## src/rtl/f2c_dma_sched.sv

```systemverilog
// F2C ring DMA sequencer: buffers a 64-bit source stream and writes it one slot per TLP into the
// host ring, each data TLP followed by a 1-qword write-pointer update. Optional stall counter: F2C_DMA_SCHED_STATS_EN.
module f2c_dma_sched #(
    parameter int SLOT_QWORDS = 16,
    parameter int NUM_SLOTS   = 16,
    parameter int FIFO_DEPTH  = 32,
    localparam int PTR_W      = $clog2(NUM_SLOTS)
) (
    input  logic             clk_in,
    input  logic             rstn,
`ifdef F2C_DMA_SCHED_STATS_EN
    output logic [31:0]      stallCount_out,
`endif
    input  logic [31:0]      cfgF2CBase_in,
    input  logic [31:0]      cfgMtrBase_in,
    input  logic             dmaEnable_in,
    input  logic             rdPtrWrite_in,
    input  logic [PTR_W-1:0] rdPtrData_in,
    input  logic [63:0]      srcData_in,
    input  logic             srcValid_in,
    output logic             srcReady_out,
    output logic [31:0]      txAddr_out,
    output logic [5:0]       txLen_out,
    output logic [63:0]      txData_out,
    output logic             txSop_out,
    output logic             txEop_out,
    output logic             txValid_out,
    input  logic             txReady_in,
    output logic [PTR_W-1:0] wrPtr_out,
    output logic             full_out,
    output logic             busy_out
);
    localparam int AW = $clog2(FIFO_DEPTH);
    localparam int CW = AW + 1;
    localparam int QW = $clog2(SLOT_QWORDS);

    typedef enum logic [1:0] {S_IDLE, S_DATA, S_MTR} state_t;

    state_t           r_state, w_next;
    logic [63:0]      r_mem [FIFO_DEPTH];
    logic [AW-1:0]    r_wr_idx, r_rd_idx;
    logic [CW-1:0]    r_count;
    logic [PTR_W-1:0] r_wr_ptr, r_rd_ptr;
    logic [QW-1:0]    r_qcnt;
    logic [31:0]      r_tx_addr;
    logic [5:0]       r_tx_len;

    // Both sides use valid/ready: a qword moves on the rising edge where valid && ready; the
    // sender keeps every payload/control output unchanged while valid is high and ready is low.
    logic w_push, w_xfer, w_pop, w_last, w_flush, w_start;

    assign srcReady_out = dmaEnable_in && (r_count != CW'(FIFO_DEPTH));
    assign w_push   = srcValid_in && srcReady_out;
    assign w_xfer   = txValid_out && txReady_in;
    assign w_pop    = (r_state == S_DATA) && w_xfer;
    assign w_last   = w_pop && (r_qcnt == QW'(SLOT_QWORDS - 1));
    assign w_flush  = (r_state == S_IDLE) && !dmaEnable_in;
    assign full_out = (r_wr_ptr + PTR_W'(1)) == r_rd_ptr;
    assign w_start  = (r_state == S_IDLE) && dmaEnable_in && !full_out
                      && (r_count >= CW'(SLOT_QWORDS));

    assign wrPtr_out  = r_wr_ptr;
    assign txAddr_out = r_tx_addr;
    assign txLen_out  = r_tx_len;

    always_ff @(posedge clk_in or negedge rstn) begin
        if (!rstn) r_state <= S_IDLE;
        else       r_state <= w_next;
    end

    always_comb begin
        w_next      = r_state;
        txValid_out = 1'b0;
        txSop_out   = 1'b0;
        txEop_out   = 1'b0;
        txData_out  = 64'd0;
        busy_out    = 1'b0;
        case (r_state)
            S_IDLE: if (w_start) w_next = S_DATA;
            S_DATA: begin
                txValid_out = 1'b1;
                busy_out    = 1'b1;
                txSop_out   = (r_qcnt == '0);
                txEop_out   = (r_qcnt == QW'(SLOT_QWORDS - 1));
                txData_out  = r_mem[r_rd_idx];
                if (w_last) w_next = S_MTR;
            end
            S_MTR: begin
                txValid_out = 1'b1;
                busy_out    = 1'b1;
                txSop_out   = 1'b1;
                txEop_out   = 1'b1;
                txData_out  = {{(64-PTR_W){1'b0}}, r_wr_ptr};
                if (w_xfer) w_next = S_IDLE;
            end
            default: w_next = S_IDLE;
        endcase
    end

    always_ff @(posedge clk_in) begin
        if (w_push) r_mem[r_wr_idx] <= srcData_in;
    end

    always_ff @(posedge clk_in or negedge rstn) begin
        if (!rstn) begin
            r_wr_idx <= '0;
            r_rd_idx <= '0;
            r_count  <= '0;
        end else if (w_flush) begin
            r_wr_idx <= '0;
            r_rd_idx <= '0;
            r_count  <= '0;
        end else begin
            r_wr_idx <= r_wr_idx + AW'(w_push);
            r_rd_idx <= r_rd_idx + AW'(w_pop);
            r_count  <= r_count + CW'(w_push) - CW'(w_pop);
        end
    end

    // Disable in IDLE rewinds both pointers and wins over a concurrent host read-pointer strobe.
    always_ff @(posedge clk_in or negedge rstn) begin
        if (!rstn) begin
            r_wr_ptr <= '0;
            r_rd_ptr <= '0;
        end else if (w_flush) begin
            r_wr_ptr <= '0;
            r_rd_ptr <= '0;
        end else begin
            if (w_last)        r_wr_ptr <= r_wr_ptr + PTR_W'(1);
            if (rdPtrWrite_in) r_rd_ptr <= rdPtrData_in;
        end
    end

    // Address/length are captured once per TLP so config changes never disturb a TLP in flight.
    always_ff @(posedge clk_in or negedge rstn) begin
        if (!rstn) begin
            r_tx_addr <= '0;
            r_tx_len  <= '0;
            r_qcnt    <= '0;
        end else if (w_start) begin
            r_tx_addr <= cfgF2CBase_in + (32'(r_wr_ptr) * 32'(SLOT_QWORDS));
            r_tx_len  <= 6'(SLOT_QWORDS);
            r_qcnt    <= '0;
        end else if (w_last) begin
            r_tx_addr <= cfgMtrBase_in;
            r_tx_len  <= 6'd1;
            r_qcnt    <= '0;
        end else if (w_pop) begin
            r_qcnt    <= r_qcnt + QW'(1);
        end
    end

`ifdef F2C_DMA_SCHED_STATS_EN
    logic [31:0] r_stall_cnt;
    assign stallCount_out = r_stall_cnt;

    always_ff @(posedge clk_in or negedge rstn) begin
        if (!rstn)
            r_stall_cnt <= '0;
        else if (!dmaEnable_in)
            r_stall_cnt <= '0;
        else if ((r_state == S_IDLE) && full_out && (r_count >= CW'(SLOT_QWORDS))
                 && (r_stall_cnt != 32'hFFFF_FFFF))
            r_stall_cnt <= r_stall_cnt + 32'd1;
    end
`endif

endmodule

```

## config.mk

```make
export PLATFORM = sky130hd
export DESIGN_NAME = f2c_dma_sched
export DESIGN_NICKNAME = d
export VERILOG_FILES = /design/src/rtl/f2c_dma_sched.sv
export SDC_FILE = /design/constraint.sdc
export NUM_CORES = 2
export LEC_CHECK = 0
export CORE_MARGIN = 5
export CORE_UTILIZATION = 51
export DETAILED_ROUTE_END_ITERATION = 8
export GPL_TIMING_DRIVEN = 0
export HOLD_SLACK_MARGIN = 0.08
export PLACE_DENSITY = 0.71
export SLEW_MARGIN = 20
export SYNTH_ARGS = -nofsm -noshare
export SYNTH_HDL_FRONTEND = slang
export SYNTH_SLANG_ARGS = --single-unit
```

## constraint.sdc

```tcl
create_clock -name clk_in -period 6.8 [get_ports clk_in]
set_clock_uncertainty 0.15 [all_clocks]
set_input_delay 1.36 -clock clk_in [delete_from_list [all_inputs] [get_ports clk_in]]
set_output_delay 1.36 -clock clk_in [all_outputs]
set_load 0.02 [all_outputs]
```

==> out/qor.csv <==
stage,metric,value,unit
timing,setup violators final,0,
detailed_routing,drt first pass iters,6,
critical_path,worst flop-to-flop path endpoint,r_mem[4][37],
logic_synthesis,most area-hungry cell type in the Yosys netlist,edfxtp_1,
floorplanning,io pins,250,
critical_path,Worst R2R Path Depth,10,
logic_synthesis,Syn Area/Cell,22.49,µm²
global_route,first-pass GRT wire length,300000,µm
logic_synthesis,Synth Register Bits,2112,
floorplanning,Die X,411.1,µm
critical_path,CP max stage cell,nor3_1,
placed_design,placed insts,6179,
detailed_routing,drt total wl,208600,µm
detailed_routing,vias per std cell,6.282,
finish,fin cells,6562,
logic_synthesis,Cell variety after synth,55,
power,leakage,30.20,nW
timing,max_slew headroom,22.01,%
global_route,vias in the first global route,42110,
timing,final period utilization,98.30,%
clocking,clock sinks,2112,
logic_synthesis,sequential share of the synthesized area,76.89,%
global_route,GRT Total Usage,24.76,%
critical_path,CP Data Arrival Time,5170,ps
logic_synthesis,Commonest cells post-synth,"2048 x edfxtp_1, 540 x mux4_2, 127 x mux2_2, 127 x nor2_1, 91 x clkbuf_1",
critical_path,critical path peak fanout,10,
placed_design,post-detail-place hpwl,137700,µm
floorplanning,starting density of the core,51.23,%
detailed_routing,drt wl/cell,31.78,µm
logic_synthesis,largest cells by area after synthesis,"edfxtp_1 75%, mux4_2 15%, dfrtp_1 2.0%",
critical_path,Worst Path Buf+Inv,5,
floorplanning,die area,169000,µm²
critical_path,largest stage delay on the critical path,770,ps
critical_path,R2R Setup Slk,3140,ps
logic_synthesis,Synthesis Warnings,0,
detailed_routing,initial DRC count,5201,
power,overall power,34.79,mW
placed_design,final RePlAce weighted congestion,0.8313,
critical_path,CP cell instances,buf_2 -> buf_2 -> buf_2 -> clkbuf_1 -> mux4_2 -> mux2_2 -> o22ai_1 -> nor3_1 -> clkdlybuf4s50_1,
critical_path,Required @ worst endpoint,5290,ps
logic_synthesis,Synth top area share,74.94,%
floorplanning,total core area,160200,µm²
floorplanning,# rows,147,
critical_path,Worst setup EP type,primary output,
clocking,htree depth,4,
clocking,CTS tree,built,
critical_path,critical path class,register to primary output,
timing,hold_ws,303.2,ps
detailed_routing,Via Count,41220,
logic_synthesis,dominant synthesized flop cell,edfxtp_1,
timing,Tmin final,6684,ps
run,Max Cap Viol,0,
power,Max VDD drop,0.2929,mV
timing,"Hold Vio Cnt, Final",0,
logic_synthesis,Post-Synthesis Cells,3649,
clocking,Max clock buf depth,3,
finish,share of cells above drive strength 1,28.23,%
power,PD cells,358.1,nW/µm²
timing,worst slew pin tran,1170,ps
placed_design,port bufs,244,
clocking,CTS buffer count,204,
critical_path,"CP delay by family, top",buffers and inverters,
global_route,pin count of the biggest net entering global routing,35,
finish,synth-to-layout area growth,18.35,%
min_path,Hold Crit Class,input pin to async pin,
critical_path,nature of the critical path startpoint,register,
critical_path,"most used cell, CP",buf_2,
logic_synthesis,most frequent cell after synthesis,edfxtp_1,
logic_synthesis,Mapped Area,82070,µm²
run_status,outcome,completed,
timing,Pins Over Slew Limit,0,
timing,Highest Clock Rate,149.6,MHz
global_route,initial antenna violation count,8,
finish,Final nets,4390,
critical_path,worst r2r src,r_count[2],
clocking,Root Driver,clkbuf_16,
detailed_routing,DRC errors left,0,
global_route,Congestion Overflow GR,0,
floorplanning,Die H,411.1,µm
logic_synthesis,Post-synth EDFFs,2048,
clocking,clk slew on worst S/H paths,60,ps
logic_synthesis,Synth async-reset ratio,3.030,%
timing,RSZ-0062 raised after global routing,false,
detailed_routing,Routed Antenna Nets,0,
clocking,clock latency on the worst-skew pair,840,ps
[cells in the final DEF (no fill, tap or decap), types with 23 or more instances in the layout]
cell type,count
a211oi_1,25
a21oi_1,34
buf_12,59
buf_16,64
buf_2,60
buf_4,30
bufinv_16,23
clkbuf_1,122
clkbuf_16,209
clkdlybuf4s50_1,229
clkinv_1,41
clkinv_2,34
dfrtp_1,64
edfxtp_1,2048
ha_1,25
mux2_2,127
mux2i_1,75
mux4_2,540
nand2_1,31
nor2_1,95
nor2_4,32
nor2b_1,33
nor3_1,63
o22ai_1,68
xnor2_1,25
[logic make-up after synthesis]
family          count (synthesis)  synth area share [%]
flops                        2112                 76.89
mux                           742                 17.48
simple gates                  306                 1.755
buf+inv                       224                 1.361
compound gates                194                 1.608
xor+xnor                       43                0.4772
fa+ha+maj                      27                0.4299
other cells                     1              0.004569
[report_power, final]
part | internal, mW | switching (mW) | leakage [nW]
combinational | 3.99 | 4.65 | 7.72
clock | 6.56 | 4.83 | 3.28
sequential | 14.6 | 0.133 | 19.2
total | 25.2 | 9.62 | 30.2
[sequential cells by signal (all words and copies together) (netlist names)]
| name | flops |
|---|---|
| r_count | 6 |
| r_mem | 2048 |
| r_qcnt | 4 |
| r_rd_idx | 5 |
| r_rd_ptr | 4 |
| r_state | 2 |
| r_wr_idx | 5 |
| txAddr_out | 32 |
| txLen_out | 2 |
| wrPtr_out | 4 |
[repair_timing]
| item | 4_1_cts | 5_1_grt |
|---|---|---|
| gates resized for setup | 1 | 1 |
| hold buffers | 0 | 0 |
| buffers inserted | 0 | 0 |
| endpoints found under the setup margin | 4 | 1 |
[layer usage]
layer  part of all wire (%)  wire [µm]  global-route usage [%]
met1                     38      79220                   33.76
met2                     48     101000                   39.46
met3                     10      20850                   6.159
met4                    3.6       7445                   8.816
met5                      0          0                       0
[worst reg2reg max path: stages (launching register included)]
cell      delay (ps)
dfrtp_1          380
inv_1             80
ha_1             150
nand2_1           70
o311ai_1         670
or3_1            220
clkbuf_1         740
nor2_4           290
buf_16           260
buf_12           180
buf_16           180
[worst max-delay path by stage]
stage                 startpoint             end  slack [ps]  depth (start not counted)
floorplan            srcValid_in    r_mem[28][0]        1340                          4
global placement    dmaEnable_in    r_mem[12][7]       -3420                          5
detailed placement   r_rd_idx[1]   txData_out[8]         920                          9
CTS                  r_rd_idx[1]  txData_out[55]         190                          8
global route         r_rd_idx[1]  txData_out[55]          60                          9
finish               r_rd_idx[1]  txData_out[55]         120                          9
[layout make-up]
class,count,area (µm²)
inverters,18,67.56
repair buffers,368,5328
multi-input cells,1316,18110
diodes,6,15.01
flip-flops and latches,2112,63100
well taps,2160,2703
fillers,10790,63070
clock buffers,255,5443
plain buffers,205,1066
clock inverters,122,1300
[stage by stage]
stage	utilization (%)	setup WS, ps	TNS [ps]	instance area [µm²]
after detailed placement	56.44	917.6	0	90420
after global placement	54.45	-3416	-5780820	87220
final	60.63	115.7	0	97130
after CTS	60.65	186.8	0	97160
after global routing	60.62	57.45	0	97120
after floorplan	-	1338	0	82080
(Power assumes the default switching activity.)
